--- src/rtl/traffic_pkg.sv ---
// Shared types and default constants for the traffic-light controller slice.
package traffic_pkg;

  typedef enum logic [1:0] {
    T_IDLE,
    T_RUN,
    T_DONE
  } timer_state_t;

  localparam int unsigned DEF_TICK_DIV    = 1000;
  localparam int unsigned DEF_AMBER_TICKS = 5;

endpackage

--- src/rtl/amber_timer_if.sv ---
// Controller <-> amber timer handshake: the controller is master, the timer is slave.
interface amber_timer_if;

  logic       amber_timer_en;
  logic [7:0] cfg_ticks;
  logic       timer_done;
  logic       busy;
  logic [7:0] remaining;

  modport master (
    output amber_timer_en,
    output cfg_ticks,
    input  timer_done,
    input  busy,
    input  remaining
  );

  modport slave (
    input  amber_timer_en,
    input  cfg_ticks,
    output timer_done,
    output busy,
    output remaining
  );

endinterface

--- src/rtl/tick_gen.sv ---
// Prescaler: counts 0..TICK_DIV-1 while enabled and flags the wrap cycle as a tick.
module tick_gen #(
  parameter int unsigned TICK_DIV = 1000
) (
  input  logic clk,
  input  logic rstn,
  input  logic clr,
  input  logic en,
  output logic tick
);

  localparam int unsigned     CntW   = (TICK_DIV > 1) ? $clog2(TICK_DIV) : 1;
  localparam logic [CntW-1:0] MaxCnt = CntW'(TICK_DIV - 1);

  logic [CntW-1:0] r_cnt;

  always_ff @(posedge clk or negedge rstn) begin
    if (!rstn) begin
      r_cnt <= '0;
    end else if (clr) begin
      r_cnt <= '0;
    end else if (en) begin
      r_cnt <= (r_cnt == MaxCnt) ? '0 : r_cnt + 1'b1;
    end
  end

  assign tick = en && (r_cnt == MaxCnt);

endmodule

--- src/rtl/amber_timer.sv ---
// Amber-phase timer: counts the loaded duration in prescaler ticks and holds
// timer_done until the controller drops its enable.
module amber_timer
  import traffic_pkg::*;
#(
  parameter int unsigned TICK_DIV    = DEF_TICK_DIV,
  parameter int unsigned AMBER_TICKS = DEF_AMBER_TICKS
) (
  input  logic          clk,
  input  logic          rstn,
  amber_timer_if.slave  tmr
);

  localparam logic [7:0] DefTicks = 8'(AMBER_TICKS);

  timer_state_t r_state, w_state_next;
  logic [7:0]   r_rem, w_rem_next;
  logic         w_tick;
  logic [7:0]   w_load;

  assign w_load = (tmr.cfg_ticks == 8'd0) ? DefTicks : tmr.cfg_ticks;

  // Holding the prescaler clear in idle makes every run start from count 0.
  tick_gen #(
    .TICK_DIV (TICK_DIV)
  ) u_tick_gen (
    .clk  (clk),
    .rstn (rstn),
    .clr  (r_state == T_IDLE),
    .en   (r_state == T_RUN),
    .tick (w_tick)
  );

  always_ff @(posedge clk or negedge rstn) begin
    if (!rstn) begin
      r_state <= T_IDLE;
      r_rem   <= 8'd0;
    end else begin
      r_state <= w_state_next;
      r_rem   <= w_rem_next;
    end
  end

  always_comb begin
    w_state_next = r_state;
    w_rem_next   = r_rem;
    unique case (r_state)
      T_IDLE: begin
        if (tmr.amber_timer_en) begin
          w_state_next = T_RUN;
          w_rem_next   = w_load;
        end
      end
      T_RUN: begin
        // Abort beats a coincident final tick so done never glitches high.
        if (!tmr.amber_timer_en) begin
          w_state_next = T_IDLE;
          w_rem_next   = 8'd0;
        end else if (w_tick) begin
          if (r_rem <= 8'd1) begin
            w_state_next = T_DONE;
            w_rem_next   = 8'd0;
          end else begin
            w_rem_next = r_rem - 8'd1;
          end
        end
      end
      T_DONE: begin
        if (!tmr.amber_timer_en) begin
          w_state_next = T_IDLE;
        end
      end
      default: begin
        w_state_next = T_IDLE;
        w_rem_next   = 8'd0;
      end
    endcase
  end

  always_comb begin
    tmr.busy       = (r_state == T_RUN);
    tmr.timer_done = (r_state == T_DONE);
    tmr.remaining  = (r_state == T_RUN) ? r_rem : 8'd0;
  end

endmodule

--- src/flat_wrapper.sv ---
// flat-port wrapper written by rule: the top's interface ports become plain ports
module amber_timer_flat import traffic_pkg::*;
#(
  parameter int unsigned TICK_DIV    = DEF_TICK_DIV,
  parameter int unsigned AMBER_TICKS = DEF_AMBER_TICKS
)
  (clk, rstn, tmr_amber_timer_en, tmr_cfg_ticks, tmr_timer_done, tmr_busy, tmr_remaining);
  amber_timer_if tmr_i ();
  input  logic clk;
  input  logic rstn;
  input wire logic [$bits(tmr_i.amber_timer_en)-1:0] tmr_amber_timer_en;
  input wire logic [$bits(tmr_i.cfg_ticks)-1:0] tmr_cfg_ticks;
  output wire logic [$bits(tmr_i.timer_done)-1:0] tmr_timer_done;
  output wire logic [$bits(tmr_i.busy)-1:0] tmr_busy;
  output wire logic [$bits(tmr_i.remaining)-1:0] tmr_remaining;
  assign tmr_i.amber_timer_en = tmr_amber_timer_en;
  assign tmr_i.cfg_ticks = tmr_cfg_ticks;
  assign tmr_timer_done = tmr_i.timer_done;
  assign tmr_busy = tmr_i.busy;
  assign tmr_remaining = tmr_i.remaining;
  amber_timer #(.TICK_DIV(TICK_DIV), .AMBER_TICKS(AMBER_TICKS)) u_core (.clk(clk), .rstn(rstn), .tmr(tmr_i));
endmodule
--- config.mk ---
export PLATFORM = sky130hd
export DESIGN_NAME = amber_timer_flat
export DESIGN_NICKNAME = d
export VERILOG_FILES = /design/src/rtl/traffic_pkg.sv /design/src/rtl/amber_timer_if.sv /design/src/rtl/tick_gen.sv /design/src/rtl/amber_timer.sv /design/src/flat_wrapper.sv
export SDC_FILE = /design/constraint.sdc
export NUM_CORES = 1
export LEC_CHECK = 0
export BUFFER_PORTS_ARGS = -buffer_cell sky130_fd_sc_hd__buf_2
export CORE_UTILIZATION = 35
export CTS_BUF_LIST = sky130_fd_sc_hd__clkbuf_8
export DETAILED_ROUTE_END_ITERATION = 10
export SYNTH_ARGS = -nofsm -noshare
export SYNTH_HDL_FRONTEND = slang
export SYNTH_SLANG_ARGS = --single-unit
--- constraint.sdc ---
create_clock -name clk -period 2.33 [get_ports clk]
set_clock_uncertainty 0.15 [all_clocks]
set_input_delay 0.233 -clock clk [delete_from_list [all_inputs] [get_ports clk]]
set_output_delay 0.233 -clock clk [all_outputs]
set_load 0.02 [all_outputs]
# ---- After elaboration in Yosys (flattened, before gate mapping)
# Index checks and enable logic that the tools add are counted.
dict set report op_classes {
  n_addsub 2
  mul 0
  n_div 0
  order_cmp 1
  n_eq_ne 7
  shifts 0
  muxes 16
  bitwise_logic 1
  reduce_logical 6
}
# operator n
set op_table {}
lappend op_table {{$mux 8} 6}
lappend op_table {{$mux 10} 3}
lappend op_table {{$pmux 8 s3} 1}
lappend op_table {{$add 10x1->10 const B} 1}
lappend op_table {{$eq 10x10->1 const B} 1}
lappend op_table {{$mux 2} 5}
lappend op_table {{$le 8x1->1 const B} 1}
lappend op_table {{$logic_not 8->1} 1}
lappend op_table {{$sub 8x1->8 const B} 1}
lappend op_table {{$ne 3x2->1 const B} 2}
lappend op_table {{$pmux 2 s3} 1}
lappend op_table {{$ne 2x2->1 const B} 2}
lappend op_table {{$reduce_and 4->1} 1}
lappend op_table {{$reduce_and 3->1} 1}
lappend op_table {{$eq 2x1->1 const B} 1}
lappend op_table {{$eq 2x2->1 const B} 1}
lappend op_table {{$logic_not 2->1} 1}
lappend op_table {{$reduce_bool 2->1} 1}
lappend op_table {{$logic_and 1x1->1} 1}
lappend op_table {{$not 1->1} 1}
dict set report word_totals {
  register_bits 20
  latch_bits 0
  mem_bits_rw 0
  romBits 0
  inputBits 11
  out_inout_bits 10
  memories 0
}

# ---- Depth between registers and ports, before layout
# Gate-level depths: netlist (run 1).
dict set report depth {
  word_depth 5
  ltp_mapped 7
  depth_no_buf 7
}

# ---- Hierarchy
# Synthesis (run 1) repeated with hierarchy kept, for this count alone.
dict set report hier_totals {
  cells_unflattened 141
  area_unflattened_um2 1277.5
}
# mod n_inst cells_per_inst area_per_inst_um2
set by_module_without_submodules {}
lappend by_module_without_submodules {amber_timer 1 80 708.2}
lappend by_module_without_submodules {tick_gen 1 61 569.3}

# ---- Worst setup path before layout (run 1)
# No wires, ideal clock.
dict set report synth_path {
  path_kind {flip-flop to flip-flop}
  from {register u_core.r_rem[0]}
  to {register u_core.r_rem[3]}
  arrival_ns 1.830
  required_ns 2.102
  setup_slack_ns 0.271
  stages_incl_launch_ff 8
  synth_period_minus_slack_ns 2.059
  cell_sequence {dfrtp_1 > inv_1 > ha_1 > or2_1 > a31o_4 > or4_4 > o21bai_1 > o2bb2ai_1}
}
dict set report synth_between {
  elab_chain_len 5
}
# item line
set synth_lines {}
lappend synth_lines {{start, declared} amber_timer.sv:17} ;# logic [7:0] r_rem, w_rem_next;
lappend synth_lines {{start signal, assigned} amber_timer.sv:40} ;# r_rem <= w_rem_next;
lappend synth_lines {{$sub 8x1->8 / $le 8x1->1 (equally long branches)} {amber_timer.sv:64, amber_timer.sv:60}}
lappend synth_lines {{$mux 8 *} amber_timer.sv:60} ;# if (r_rem <= 8'd1) begin
lappend synth_lines {{$mux 8 *} amber_timer.sv:59} ;# end else if (w_tick) begin
lappend synth_lines {{$mux 8 *} amber_timer.sv:56} ;# if (!tmr.amber_timer_en) begin
lappend synth_lines {{$pmux 8 s3 *} amber_timer.sv:47} ;# unique case (r_state)
# Mark *: on every way between the ends. The rest lies on a longest branch, timed or not. The select of a mux whose other input is x is not followed.
# A chain may end at the register's enable or synchronous reset.

# ---- Final worst setup path (run 1)
# Same ends and word-level chain as after synthesis.

==> qor.txt, run 1 <==
P_sw: 458 uW
Reg area: 500 sq um
Slew HR: 0.588
Max clock buf depth: 2
layout cells sized above 1: 0.212
#FFs+latches synth: 20
drt first pass iters: 4
crit path DAT: 2.28 ns
most frequent cells in the layout: buf_2 (20), dfrtp_1 (20), nand2_1 (17)
number of global-route vias before repair: 1204
total track usage: 0.178
Routed Antenna Nets: 0
Compound-Gate Fraction of Synth Area: 0.238
Hold Crit Class: input port to register
clk_lat worst skew: 0.26 ns
Clock power frac: 0.227
dominant synthesized flop cell: dfrtp_1
diode count: 0
Netlist Area Pre-Place: 1280 sq um
Synthesis Warnings: 0
Worst path max stage delay: 0.45 ns
mux cell area share after synthesis: 0.0156
TritonCTS Buffers: 3
DR vias/cell: 5.38
post-layout minimum cycle time: 2.24 ns
area of the multi-input gates: 747 sq um
CP Class: register to register
total of max-cap violations: 0
core area: 3420 sq um
period utilization: 0.962
Post-synth EDFFs: 0
Post-DP Area: 1460 sq um
final cell count without fillers: 225
final setup fails: 0
# rows: 21
RSZ-0062 raised after global routing: no
DR vias: 1210
first-pass GRT wire length: 5.46 mm
P_int: 749 uW
Sw Ratio: 0.380
clk root buf: clkbuf_8
status: finished, final reports clean
Clk pin slew, worst setup/hold paths: 0.08 ns
placed cell count: 219
Worst Max-Slew Pin Slew: 0.615 ns
average size of a mapped cell: 8.38 sq um
final net count: 194
Initial DRC Count: 49
synthesized-area fraction occupied by adder cells: 0.0293
fill count: 358
Top-Level Pins: 21
area share of the largest cell type after synthesis: 0.390
Slowest cell on crit path: or4_4
max-slew violation count: 0
Area growth syn-to-layout: 19.6%
CP required: 2.37 ns
worst path cell trace: buf_4 -> ha_1 -> or2_1 -> a31o_4 -> or4_4 -> o21bai_1 -> o2bb2ai_1
post-synth top area cell: dfrtp_1
H-tree depth: 1
Layout Cell Area excl Fill: 1530 sq um
Gate power share: 0.370
Synth area leaders: dfrtp_1 (39%), nand2_1 (5.0%), o21ai_1 (4.7%)
simple-gate share of the synthesized area: 0.291
Max IR drop VDD: 0.359 mV
Worst setup EP type: register
Die Wd: 62.5 um
Final TNS setup: 0 ns
DP Wirelength: 2.32 mm
initial antenna violation count: 0
I/O Buffers: 20
largest family of logic cells by synthesized area: simple AND/OR/NAND/NOR gates
PwrDens: 787 nW/um^2
routability cong.: 0.892
fraction of registers with async set/reset: 1.00
Initial Utilization: 0.375
die area: 3910 sq um
total power: 1.21 mW
CTS tree: yes
Worst Reg-to-Reg Cells: 7
synthesized instance count: 153
Post-Syn Nets: 167
Hold Crit Depth: 3
CP Max Fanout: 9
largest net degree at the start of global routing: 21
startpoint class of the critical path: register
Remaining Overflow, GRT: 0
Die Y: 62.5 um
Seq/Total Area, Yosys: 0.390
R2R setup slack: 0.09 ns
Fmax achieved: 0.446 GHz
leak pwr: 0.691 nW
Hold Path Origin: tmr_cfg_ticks[5]
Post-Route WL: 3.20 mm
XOR/XNOR share of the synthesized area: 0.00683
CTS Sinks: 20
FF-to-FF Start: u_core.r_rem[0]
Seq pwr share: 0.403
DR WL/cell: 14.2 um
final hold viol count: 0
Distinct cells, synth: 41
Hold Path Sink: u_core.r_rem[5]
DRC: 0
reg-to-reg endpoint: u_core.r_rem[3]
## state kept, by name (all words and copies together), names as in the netlist
register	flops
u_core.u_tick_gen.r_cnt	10
u_core.r_rem	8
u_core.r_state	2
## cell usage after synthesis, drive strengths merged (3+ instances only)
cell / count
a21o: 3
a21oi: 3
a32oi: 3
and2: 5
and3: 3
clkbuf: 5
dfrtp: 20
ha: 3
inv: 5
nand2: 17
nor2: 16
nor2b: 4
nor3: 7
nor4: 4
o21ai: 23
o21bai: 3
## power by group through the flow
stage / logic, mW / clock network (mW) / registers [mW]
2_1_floorplan: 0.319 / 0 / 0.471
3_3_place_gp: 0.427 / 0 / 0.489
3_5_place_dp: 0.433 / 0 / 0.493
4_1_cts: 0.438 / 0.288 / 0.485
5_1_grt: 0.505 / 0.296 / 0.498
6_report: 0.447 / 0.274 / 0.487
## stage by stage
stage	hold slack, ns	utilization	setup slack [ns]
finish	0.0800	0.449	0.0890
global route	0.0907	0.449	0.0161
CTS	0.0726	0.446	0.0988
detailed placement	0.0758	0.427	0.118
global placement	0.0707	0.427	0.196
floorplan	-0.213	-	0.271
## how the worst max path moves through the flow
stage,startpoint,end,slack (ns),cells after the start
after global placement,u_core.r_rem[0],u_core.r_rem[4],0.20,7
after detailed placement,u_core.r_rem[0],u_core.r_rem[3],0.12,7
after CTS,u_core.r_rem[0],u_core.r_rem[3],0.1,7
after floorplan,u_core.r_rem[0],u_core.r_rem[3],0.27,7
after global routing,u_core.r_rem[0],u_core.r_rem[3],0.02,7
final,u_core.r_rem[0],u_core.r_rem[3],0.09,7
## worst max-delay path: cells and delay by family, from the launching register on
| kind | cells | cell delay [ns] |
|---|---|---|
| simple gates | 2 | 0.70 |
| compound gates | 3 | 0.58 |
| flops | 1 | 0.42 |
| fa+ha+maj | 1 | 0.17 |
| buf+inv | 1 | 0.15 |
## layout make-up
class | count | share of cell area
inverter | 5 | 0.0122
timing repair buffer | 27 | 0.101
multi-input combinational | 123 | 0.487
sequential | 20 | 0.326
clock buffer | 4 | 0.0359
tap | 46 | 0.0375
## per-layer routing
| metal | up-vias | wire (um) | track usage |
|---|---|---|---|
| li1 | 608 | - | - |
| met1 | 576 | 1520 | 0.224 |
| met2 | 22 | 1530 | 0.296 |
| met3 | 4 | 114 | 0.0456 |
| met4 | 0 | 40 | 0.0552 |
| met5 | - | 0 | 0 |
## cells by family (layout without fill, tap and decap cells)
group | count (synthesis) | after routing
DFF | 20 | 20
adders and majority gates | 3 | 3
AOI/OAI and AO/OA | 46 | 46
xor gates and xnor gates | 1 | 1
buffers and inverters | 10 | 36
and+or+nand+nor | 71 | 71
muxes | 2 | 2
## timing repair
action / CTS / global route
setup endpoints to repair: 0 / 2
hold buffers: 1 / 0
hold endpoints to repair: 20 / 0
gates resized for setup: 0 / 1
buffers inserted: 0 / 1
Note: power is estimated with default switching activity, not from simulation.
==> run 2: changes to the inputs <==
--- a/config.mk
+++ b/config.mk
@@ -9,6 +9,7 @@
 export CORE_UTILIZATION = 35
 export CTS_BUF_LIST = sky130_fd_sc_hd__clkbuf_8
 export DETAILED_ROUTE_END_ITERATION = 10
+export HOLD_SLACK_MARGIN = 0.12
 export SYNTH_ARGS = -nofsm -noshare
 export SYNTH_HDL_FRONTEND = slang
 export SYNTH_SLANG_ARGS = --single-unit
==> qor.txt, run 2 (same netlist as run 1, synthesis figures left out) <==
status: finished, final reports clean
Die Wd: 62.5 um
Post-Place Setup Slack: 0.118 ns
Die Y: 62.5 um
Top-Level Pins: 21
drt first pass iters: 4
TritonCTS Buffers: 3
# rows: 21
H-tree depth: 1
initial antenna violation count: 0
die area: 3910 sq um
routability cong.: 0.892
diode count: 0
Clk pin slew, worst setup/hold paths: 0.08 ns
CP Max Fanout: 9
Routed Antenna Nets: 0
Slew HR: 0.589
Hold Crit Class: input port to register
total power: 1.21 mW
Max clock buf depth: 2
first-pass GRT wire length: 5.50 mm
Worst setup EP type: register
layout cells sized above 1: 0.207
max reg flops: 10
Largest Register: u_core.u_tick_gen.r_cnt
Area growth syn-to-layout: 23.5%
DP Wirelength: 2.32 mm
most frequent cells in the layout: buf_2 (20), dfrtp_1 (20), nand2_1 (17)
largest net degree at the start of global routing: 21
CP required: 2.37 ns
Worst Max-Slew Pin Slew: 0.613 ns
core area: 3420 sq um
period utilization: 0.961
RSZ-0062 raised after global routing: no
Worst path max stage delay: 0.46 ns
met2 Usage GRT: 0.295
final hold viol count: 0
DRC: 0
number of global-route vias before repair: 1217
DR vias: 1220
post-layout minimum cycle time: 2.24 ns
CTS Sinks: 20
final setup fails: 0
DR vias/cell: 5.30
max-slew violation count: 0
startpoint class of the critical path: register
clk_lat worst skew: 0.27 ns
Final TNS setup: 0 ns
final cell count without fillers: 230
Initial DRC Count: 75
GR Layer Usage met1: 0.226
total of max-cap violations: 0
DR WL/cell: 14.0 um
clk root buf: clkbuf_8
final net count: 199
leak pwr: 0.711 nW
grt met3 use: 0.0438
Remaining Overflow, GRT: 0
setup slack after layout: 0.0900 ns
Max IR drop VDD: 0.354 mV
Initial Utilization: 0.375
PwrDens: 766 nW/um^2
Fmax achieved: 0.446 GHz
biggest regs: u_core.u_tick_gen.r_cnt (10), u_core.r_rem (8), u_core.r_state (2)
placed cell count: 219
crit path DAT: 2.28 ns
Slowest cell on crit path: or4_4
total track usage: 0.179
grt peak-use layer: met2
I/O Buffers: 20
CTS tree: yes
worst path cell trace: buf_4 -> ha_1 -> or2_1 -> a31o_4 -> or4_4 -> o21bai_1 -> o2bb2ai_1
Post-Route WL: 3.23 mm
CP Class: register to register
## run 2: metrics by stage
step | utilization | area, sq um | hold WS [ns]
floorplan | - | 1280 | -0.213
global placement | 0.427 | 1460 | 0.0707
detailed placement | 0.427 | 1460 | 0.0758
CTS | 0.461 | 1570 | 0.131
global route | 0.464 | 1580 | 0.153
finish | 0.464 | 1580 | 0.135
## run 2: area by class of cell
cell class | count | area [sq um]
sequential | 20 | 500
multi-input combinational | 123 | 747
clock buffer | 4 | 55.1
fill | 350 | 1830
timing repair buffer | 32 | 205
inverter | 5 | 18.8
tap | 46 | 57.6
## run 2: critical path, delay by kind of cell (launching register included)
kind	cells	cell delay, ns
buffers and inverters	1	0.15
AOI/OAI and AO/OA	3	0.58
adders and majority gates	1	0.17
DFF	1	0.42
and+or+nand+nor	2	0.71
## run 2: repair_timing
action | 4_1_cts | 5_1_grt
endpoints found under the hold margin | 25 | 0
setup endpoints to repair | 0 | 2
gates resized for setup | 0 | 1
hold buffers | 6 | 0
buffers inserted | 0 | 1
## run 2: worst paths after layout
check,from,end,slack (ns),cells past startpoint
setup / recovery,u_core.r_rem[0],u_core.r_rem[3],0.09,7
hold / removal,tmr_cfg_ticks[1],u_core.r_rem[1],0.14,3
setup reg to reg,u_core.r_rem[0],u_core.r_rem[3],0.09,7
hold reg to reg,u_core.u_tick_gen.r_cnt[7],u_core.u_tick_gen.r_cnt[7],0.34,1
max in group asynchronous,rstn,u_core.u_tick_gen.r_cnt[4],1.40,2
min in group asynchronous,rstn,u_core.r_rem[2],0.30,2
## run 2: routing by layer
| metal | up-vias | share of wire |
|---|---|---|
| met5 | - | 0 |
| met4 | 0 | 0.012 |
| met3 | 4 | 0.036 |
| met2 | 26 | 0.48 |
| met1 | 571 | 0.47 |
| li1 | 619 | - |
## run 2: power by group
part	leakage (nW)	total (mW)	switching, mW	internal, mW
clock network	0.0288	0.273	0.122	0.151
registers	0.264	0.487	0.0794	0.407
logic	0.418	0.454	0.257	0.197
==> run 3: changes to the inputs <==
--- a/config.mk
+++ b/config.mk
@@ -6,10 +6,12 @@
 export NUM_CORES = 1
 export LEC_CHECK = 0
 export BUFFER_PORTS_ARGS = -buffer_cell sky130_fd_sc_hd__buf_2
+export CORE_MARGIN = 2
 export CORE_UTILIZATION = 35
 export CTS_BUF_LIST = sky130_fd_sc_hd__clkbuf_8
 export DETAILED_ROUTE_END_ITERATION = 10
 export HOLD_SLACK_MARGIN = 0.12
+export REMOVE_ABC_BUFFERS = 1
 export SYNTH_ARGS = -nofsm -noshare
 export SYNTH_HDL_FRONTEND = slang
 export SYNTH_SLANG_ARGS = --single-unit
==> qor.txt, run 3 (same netlist as run 1, synthesis figures left out) <==
layout cells sized above 1: 0.193
final hold viol count: 0
drt first pass iters: 4
Routed Antenna Nets: 0
CP Max Fanout: 9
P_int: 717 uW
CP Class: register to register
biggest regs: u_core.u_tick_gen.r_cnt (10), u_core.r_rem (8), u_core.r_state (2)
core area: 3420 sq um
status: finished, final reports clean
Max clock buf depth: 2
Worst Max-Slew Pin Slew: 0.628 ns
Die Wd: 64.5 um
CTS Sinks: 20
FF-to-FF Start: u_core.r_rem[0]
Hold Path Origin: tmr_cfg_ticks[4]
Worst Reg-to-Reg Cells: 7
WHS: 0.131 ns
Max IR drop VDD: 0.343 mV
Hold Crit Class: input port to register
Clk pin slew, worst setup/hold paths: 0.07 ns
clk root buf: clkbuf_8
Post-Route WL: 3.21 mm
H-tree depth: 1
# resized after CTS: 0
period utilization: 0.952
Gate power share: 0.393
Initial DRC Count: 106
Initial Utilization: 0.375
Clock power frac: 0.194
Worst setup EP type: register
routability cong.: 0.826
most frequent cells in the layout: buf_2 (20), dfrtp_1 (20), nand2_1 (17)
final setup fails: 0
max reg flops: 10
Die Y: 64.5 um
first-pass GRT wire length: 5.55 mm
DRC: 0
initial antenna violation count: 0
DR vias: 1242
R2R setup slack: 0.11 ns
diode count: 0
Top-Level Pins: 21
startpoint class of the critical path: register
leak pwr: 0.696 nW
Fmax achieved: 0.451 GHz
total track usage: 0.168
die area: 4160 sq um
Seq pwr share: 0.412
P_sw: 455 uW
Hold Path Sink: u_core.r_rem[4]
I/O Buffers: 20
DP Wirelength: 2.31 mm
Final TNS setup: 0 ns
clk_lat worst skew: 0.26 ns
total of max-cap violations: 0
Hold Crit Depth: 3
reg-to-reg endpoint: u_core.r_rem[4]
number of global-route vias before repair: 1189
Slew HR: 0.578
crit path DAT: 2.25 ns
DR vias/cell: 5.47
post-layout minimum cycle time: 2.22 ns
Remaining Overflow, GRT: 0
total power: 1.17 mW
CP required: 2.36 ns
largest net degree at the start of global routing: 22
Largest Register: u_core.u_tick_gen.r_cnt
Sw Ratio: 0.388
# rows: 21
RSZ-0062 raised after global routing: no
CTS tree: yes
final net count: 197
Area growth syn-to-layout: 20.9%
PwrDens: 756 nW/um^2
DR WL/cell: 14.1 um
TritonCTS Buffers: 3
max-slew violation count: 0
## run 3: cell types whose count changed in the layout (fill, tap and decap cells not counted)
cell / delta
clkbuf_8: -1
buf_4: -1
ha_1: +1
dlygate4sd3_1: -1
ha_2: -1
## run 3: repair_timing
action                     in CTS  in global routing
setup endpoints to repair       0                  2
hold endpoints to repair       24                  0
buffers inserted                0                  1
hold buffers                    5                  0
## run 3: metrics by stage
step                 util  cells  area (sq um)  setup slack (ns)
floorplan               -    148          1260             0.271
finish              0.454    227          1550             0.112
detailed placement  0.425    218          1450             0.115
CTS                 0.452    226          1540            0.0906
global route        0.454    227          1550            0.0174
global placement    0.425    218          1450             0.191
## run 3: cell type report
class | instances | area (sq um)
Fill cell | 353 | 1870
Multi-Input combinational cell | 123 | 744
Sequential cell | 20 | 500
Timing Repair Buffer | 30 | 188
Tap cell | 46 | 57.6
Clock buffer | 3 | 41.3
Inverter | 5 | 18.8
## run 3: worst max-delay path by stage
stage	start	to	slack [ns]	cells after the start
5_1_grt	u_core.r_rem[1]	u_core.r_rem[3]	0.02	7
4_1_cts	u_core.r_rem[0]	u_core.r_rem[4]	0.09	7
3_5_place_dp	u_core.r_rem[0]	u_core.r_rem[4]	0.11	7
2_1_floorplan	u_core.r_rem[0]	u_core.r_rem[3]	0.27	7
3_3_place_gp	u_core.r_rem[0]	u_core.r_rem[4]	0.19	7
6_report	u_core.r_rem[0]	u_core.r_rem[4]	0.11	7
## run 3: power groups by stage
stage,Sequential [mW],Clock (mW),Combinational (mW)
finish,0.483,0.228,0.461
global route,0.498,0.249,0.519
CTS,0.484,0.240,0.450
detailed placement,0.491,0,0.441
global placement,0.489,0,0.428
floorplan,0.471,0,0.316
## run 3: per-layer routing
layer  track usage  wire length, um
met3        0.0260              123
met2         0.289             1510
met1         0.218             1530
met4        0.0505               38
met5             0                0
## run 3: critical path, cell delays in order (launching register included)
cell	delay, ns
dfrtp_1	0.40
buf_4	0.14
ha_1	0.18
or2_1	0.26
a31o_4	0.29
or4_4	0.45
o21bai_1	0.15
o2bb2ai_1	0.12
